## config.mk

```make
export PLATFORM = sky130hd
export DESIGN_NAME = button_debouncer
export DESIGN_NICKNAME = d
export VERILOG_FILES = /design/src/rtl/button_debouncer.sv
export SDC_FILE = /design/constraint.sdc
export NUM_CORES = 1
export LEC_CHECK = 0
export ABC_AREA = 1
export BUFFER_PORTS_ARGS = -buffer_cell sky130_fd_sc_hd__buf_2
export CAP_MARGIN = 20
export CORE_MARGIN = 2
export CORE_UTILIZATION = 25
export DETAILED_ROUTE_END_ITERATION = 6
export GPL_TIMING_DRIVEN = 0
export MAX_ROUTING_LAYER = met4
export PLACE_DENSITY_LB_ADDON = 0.2
export SETUP_SLACK_MARGIN = 0.1
export SLEW_MARGIN = 15
export SYNTH_ARGS = -nofsm -noshare
export SYNTH_HDL_FRONTEND = slang
export SYNTH_SLANG_ARGS = --single-unit
```

## constraint.sdc

```tcl
create_clock -name CLK -period 3.3 [get_ports CLK]
set_input_delay 0.33 -clock CLK [delete_from_list [all_inputs] [get_ports CLK]]
set_output_delay 0.33 -clock CLK [all_outputs]
set_load 0.03 [all_outputs]
```

## src/rtl/button_debouncer.sv

```systemverilog
// -----------------------------------------------------------------------------
// button_debouncer
//
// Synchronises and debounces N_BTN raw push-button / switch pins. Each channel
// has its own 2-flop synchroniser, a 4-state FSM (UP, WAIT_DN, DOWN, WAIT_UP)
// and a stability counter. A change of level is accepted only after
// DEBOUNCE_CYCLES consecutive identical synchronised samples.
//
// Optional feature (macro LONG_PRESS_EN):
//   When defined, the counter keeps running while a button is held. BTN_LONG
//   pulses once per press when the hold reaches LONG_CYCLES. A short release
//   glitch neither resets the hold count nor re-arms the pulse.
//   When undefined, BTN_LONG is tied to 0 and no long-press logic is built.
//
// Ports:
//   CLK          system clock (12 MHz)
//   RST          asynchronous, active-high reset
//   BTN_RAW      raw, asynchronous button pins
//   BTN_STATE    debounced level, 1 = pressed
//   BTN_PRESS    one-cycle pulse on accepted press
//   BTN_RELEASE  one-cycle pulse on accepted release
//   BTN_LONG     one-cycle long-press pulse (0 without LONG_PRESS_EN)
// -----------------------------------------------------------------------------
module button_debouncer #(
   parameter int N_BTN           = 4,
   parameter int DEBOUNCE_CYCLES = 120000,
   parameter int ACTIVE_LOW      = 1,
   parameter int LONG_CYCLES     = 12000000
) (
   input  logic             CLK,
   input  logic             RST,
   input  logic [N_BTN-1:0] BTN_RAW,
   output logic [N_BTN-1:0] BTN_STATE,
   output logic [N_BTN-1:0] BTN_PRESS,
   output logic [N_BTN-1:0] BTN_RELEASE,
   output logic [N_BTN-1:0] BTN_LONG
);

   localparam int MAX_CYC = (LONG_CYCLES > DEBOUNCE_CYCLES) ? LONG_CYCLES : DEBOUNCE_CYCLES;
   localparam int CW      = $clog2(MAX_CYC + 1);

   // Raw pin level that means "released"; the synchroniser resets to it.
   localparam logic REL_LEVEL = (ACTIVE_LOW != 0) ? 1'b1 : 1'b0;

   localparam logic [CW-1:0] CNT_ONE = CW'(1);
   localparam logic [CW-1:0] DB_LAST = CW'(DEBOUNCE_CYCLES - 1);

`ifdef LONG_PRESS_EN
   localparam logic [CW-1:0] LONG_LAST = CW'(LONG_CYCLES - 1);
   localparam logic [CW-1:0] LONG_MAX  = CW'(LONG_CYCLES);

   // Hold-count increment saturating at LONG_CYCLES, so LONG_LAST is passed
   // exactly once per press.
   function automatic logic [CW-1:0] sat_inc(input logic [CW-1:0] v);
      return (v >= LONG_MAX) ? LONG_MAX : v + CNT_ONE;
   endfunction
`endif

   typedef enum logic [1:0] {
      UP      = 2'd0,
      WAIT_DN = 2'd1,
      DOWN    = 2'd2,
      WAIT_UP = 2'd3
   } state_t;

   generate
      for (genvar gi = 0; gi < N_BTN; gi++) begin : g_ch
         logic          sync1_reg;
         logic          sync2_reg;
         logic          p;
         state_t        state_reg, state_next;
         logic [CW-1:0] cnt_reg, cnt_next;
         logic          level_reg, level_next;
         logic          press_reg, press_next;
         logic          release_reg, release_next;

         // Two-flop synchroniser for the asynchronous pin.
         always_ff @(posedge CLK or posedge RST) begin
            if (RST) begin
               sync1_reg <= REL_LEVEL;
               sync2_reg <= REL_LEVEL;
            end else begin
               sync1_reg <= BTN_RAW[gi];
               sync2_reg <= sync1_reg;
            end
         end

         // Polarity-corrected sample: 1 = pressed.
         assign p = sync2_reg ^ REL_LEVEL;

`ifdef LONG_PRESS_EN
         // Hold count parked here while WAIT_UP reuses cnt for debouncing.
         // It keeps advancing so a glitch does not shift the long pulse.
         logic [CW-1:0] save_reg, save_next;
         logic          long_reg, long_next;
`endif

         always_ff @(posedge CLK or posedge RST) begin
            if (RST) begin
               state_reg   <= UP;
               cnt_reg     <= '0;
               level_reg   <= 1'b0;
               press_reg   <= 1'b0;
               release_reg <= 1'b0;
`ifdef LONG_PRESS_EN
               save_reg    <= '0;
               long_reg    <= 1'b0;
`endif
            end else begin
               state_reg   <= state_next;
               cnt_reg     <= cnt_next;
               level_reg   <= level_next;
               press_reg   <= press_next;
               release_reg <= release_next;
`ifdef LONG_PRESS_EN
               save_reg    <= save_next;
               long_reg    <= long_next;
`endif
            end
         end

         always_comb begin
            state_next   = state_reg;
            cnt_next     = cnt_reg;
            level_next   = level_reg;
            press_next   = 1'b0;
            release_next = 1'b0;
`ifdef LONG_PRESS_EN
            save_next    = save_reg;
            long_next    = 1'b0;
`endif
            case (state_reg)
               UP: begin
                  if (p) begin
                     state_next = WAIT_DN;
                     cnt_next   = CNT_ONE;
                  end else begin
                     cnt_next   = '0;
                  end
`ifdef LONG_PRESS_EN
                  save_next = '0;
`endif
               end

               WAIT_DN: begin
                  if (!p) begin
                     // Glitch: back to idle silently.
                     state_next = UP;
                     cnt_next   = '0;
                  end else if (cnt_reg == DB_LAST) begin
                     state_next = DOWN;
                     cnt_next   = '0;
                     level_next = 1'b1;
                     press_next = 1'b1;
                  end else begin
                     cnt_next   = cnt_reg + CNT_ONE;
                  end
               end

               DOWN: begin
`ifdef LONG_PRESS_EN
                  long_next = (cnt_reg == LONG_LAST);
                  if (!p) begin
                     state_next = WAIT_UP;
                     save_next  = sat_inc(cnt_reg);
                     cnt_next   = CNT_ONE;
                  end else begin
                     cnt_next   = sat_inc(cnt_reg);
                  end
`else
                  if (!p) begin
                     state_next = WAIT_UP;
                     cnt_next   = CNT_ONE;
                  end else begin
                     cnt_next   = '0;
                  end
`endif
               end

               WAIT_UP: begin
`ifdef LONG_PRESS_EN
                  save_next = sat_inc(save_reg);
                  long_next = (save_reg == LONG_LAST);
`endif
                  if (p) begin
                     // Glitch: button still held.
                     state_next = DOWN;
`ifdef LONG_PRESS_EN
                     cnt_next   = sat_inc(save_reg);
`else
                     cnt_next   = '0;
`endif
                  end else if (cnt_reg == DB_LAST) begin
                     state_next   = UP;
                     cnt_next     = '0;
                     level_next   = 1'b0;
                     release_next = 1'b1;
`ifdef LONG_PRESS_EN
                     long_next    = 1'b0;
`endif
                  end else begin
                     cnt_next     = cnt_reg + CNT_ONE;
                  end
               end

               default: begin
                  state_next = UP;
                  cnt_next   = '0;
                  level_next = 1'b0;
               end
            endcase
         end

         assign BTN_STATE[gi]   = level_reg;
         assign BTN_PRESS[gi]   = press_reg;
         assign BTN_RELEASE[gi] = release_reg;
`ifdef LONG_PRESS_EN
         assign BTN_LONG[gi]    = long_reg;
`else
         assign BTN_LONG[gi]    = 1'b0;
`endif
      end
   endgenerate

endmodule
```

==> flow_summary.json <==
{
  "portBuffers": 17,
  "fin_crit_ps": 1666,
  "clkLatencyLatePin_ps": 420,
  "die_h_um": 169.8,
  "fin_nets": 953,
  "cts_resized": 0,
  "power.density_nw_per_um2": 495.4,
  "io_pins": 22,
  "netlist_area_um2": 6870,
  "fmax_ghz": 0.6003,
  "yosys.area.top_type": "dfrtp_1",
  "overflow": 0,
  "cts.sinks": 124,
  "wl_mm": 15.19,
  "clk_path_buf_depth": 2,
  "yosysTopAreaCellShare": 0.4225,
  "grt_max_degree": 33,
  "yosysSeqAreaShare": 0.4531,
  "ys_ff_latch": 124,
  "path_clk_slew_ps": 60,
  "synth_edf_count": 0,
  "placementRows": 60,
  "drv_slew": 0,
  "clock_skew_ps": 10.33,
  "synthTopCellsByArea": "dfrtp_1 (42%), nor2_1 (11%), nand2_1 (10%), inv_1 (5.5%), xor2_1 (3.4%)",
  "cts-root-buf": "clkbuf_16",
  "postCtsSetupBuffers": 0,
  "cp_data_arrival_time_ps": 1970,
  "hold_buffers": 5,
  "routedWlPerCell_um": 11.71,
  "hold_path.class": "flip-flop to flip-flop",
  "firstDrtPassIters": 4,
  "num_vias": 5476,
  "gp_congestion": 0.7821,
  "reg2reg_slack_ps": 1630,
  "synth_cell_types": 39,
  "final_common_cell": "nor2_1",
  "synth_ff_type": "dfrtp_1",
  "hold_end": "g_ch[2].sync2_reg$_DFF_PP1_",
  "antenna_cells": 0,
  "hold_viol_final": 0,
  "async_flop_share": 1.000,
  "first_iter_violations": 265,
  "vias_per_cell": 4.222,
  "grt_util_all_layers": 0.1175,
  "setup_viol": 0,
  "h-tree-depth": 4,
  "required_ps": 3600,
  "startpoint_type": "flip-flop",
  "initial_core_util": 0.2549,
  "hold-path-cell-count": 0,
  "yosys_warnings": 0,
  "ant_nets": 0,
  "route.detailed.drc": 0,
  "reg2regPathDepth": 10,
  "rsz0062_at_grt": "no",
  "hp-start": "g_ch[2].sync1_reg$_DFF_PP1_",
  "r2r_end": "g_ch[2].cnt_reg[22]$_DFF_PP0_",
  "synth_area_per_cell_um2": 7.676,
  "coreArea_um2": 26950,
  "drive_gt1_frac": 0.1496,
  "grt_pass1_vias": 5319,
  "cp_max_fo": 5,
  "design.die.area_um2": 28820,
  "period_share": 0.5048,
  "path_class": "flip-flop to flip-flop",
  "setup_tns_ps": 0,
  "hold_ws_ps": 356.7,
  "cts_tree": "built",
  "synthCells": 895,
  "largest_register_ff_count": 96,
  "syn_to_final_growth_pct": 18.19,
  "grt_first_pass_wirelength_mm": 26.49,
  "final_cell_mix": "nor2_1 (204), nand2_1 (190), dfrtp_1 (116)",
  "cts_buffers": 17,
  "maxCapViolations": 0,
  "run_status": "finished clean",
  "hpwl_mm": 11.22,
  "r2r_start": "g_ch[2].cnt_reg[0]$_DFF_PP0_",
  "end_kind": "flip-flop",
  "instances_no_fill": 1297,
  "p_leak_uw": 0.003530,
  "die_width_um": 169.8,
  "ir_drop_v": 0.0003867,
  "antenna_found_initial": 0,
  "place_inst": 1260
}
Yosys cell counts (all sizes together) (8+ instances only):
library cell / instances
dfrtp: 116
nand4: 23
buf: 23
inv: 109
a21oi: 17
o21ai: 16
nor3: 39
dfstp: 8
nand3: 57
xnor2: 14
nor2: 222
xor2: 27
nand2: 202
worst max-delay path by stage:
stage | slack [ps] | from | cells after the start | endpoint
floorplan | 1450 | RST | 1 | asynchronous set/reset pin
global placement | 410 | RST | 2 | g_ch[0].cnt_reg[6]$_DFF_PP0_
detailed placement | 1600 | g_ch[1].cnt_reg[0]$_DFF_PP0_ | 7 | g_ch[1].cnt_reg[17]$_DFF_PP0_
CTS | 1590 | g_ch[1].cnt_reg[0]$_DFF_PP0_ | 7 | g_ch[1].cnt_reg[17]$_DFF_PP0_
global route | 1470 | g_ch[2].cnt_reg[0]$_DFF_PP0_ | 10 | g_ch[2].cnt_reg[21]$_DFF_PP0_
finish | 1630 | g_ch[2].cnt_reg[0]$_DFF_PP0_ | 10 | g_ch[2].cnt_reg[22]$_DFF_PP0_
final cells by class:
type	count	area (um2)
Buffer	23	185.2
Clock buffer	20	446.7
Clock inverter	12	146.4
Fill cell	2857	18830
Inverter	111	422.9
Multi-Input combinational cell	640	3164
Sequential cell	124	3113
Tap cell	341	426.7
Timing Repair Buffer	26	215.2
stage by stage:
step,setup slack (ps),power (uW),utilization,area (um2)
after CTS,1594,4100,0.3013,8120
after detailed placement,1603,2157,0.2774,7477
final,1634,4023,0.3013,8120
after global routing,1468,4239,0.3013,8120
after floorplan,1451,2016,-,6885
after global placement,409.3,2146,0.2745,7397
report_power, final:
part / internal [uW] / total (uW) / switching, uW
logic: 157 / 448 / 292
registers: 1590 / 1670 / 78.6
clock network: 1200 / 1900 / 703
metal layers:
layer	vias up	global-route usage	part of all wire
met5	-	-	0
met4	0	0.03122	0.010
met3	12	0.02495	0.027
met2	54	0.1846	0.46
met1	2528	0.1539	0.50
li1	2882	-	-
kinds of logic after synthesis:
| group | share of synthesized area |
|---|---|
| AOI/OAI and AO/OA | 0.02895 |
| xor gates and xnor gates | 0.05227 |
| adders and majority gates | 0.007285 |
| and+or+nand+nor | 0.3699 |
| buffers and inverters | 0.08796 |
| other | 0.0005458 |
| DFF | 0.4531 |
critical path, stage by stage, from the launching register on:
cell	delay (ps)
dfrtp_1	380
ha_1	180
nand2_1	100
nor2_4	170
nand2_2	120
nor2_4	160
nand2_1	110
nor2_1	160
nand2_1	70
nand2_1	70
nor2_1	40
No activity file was read; power rests on OpenSTA's default activity.
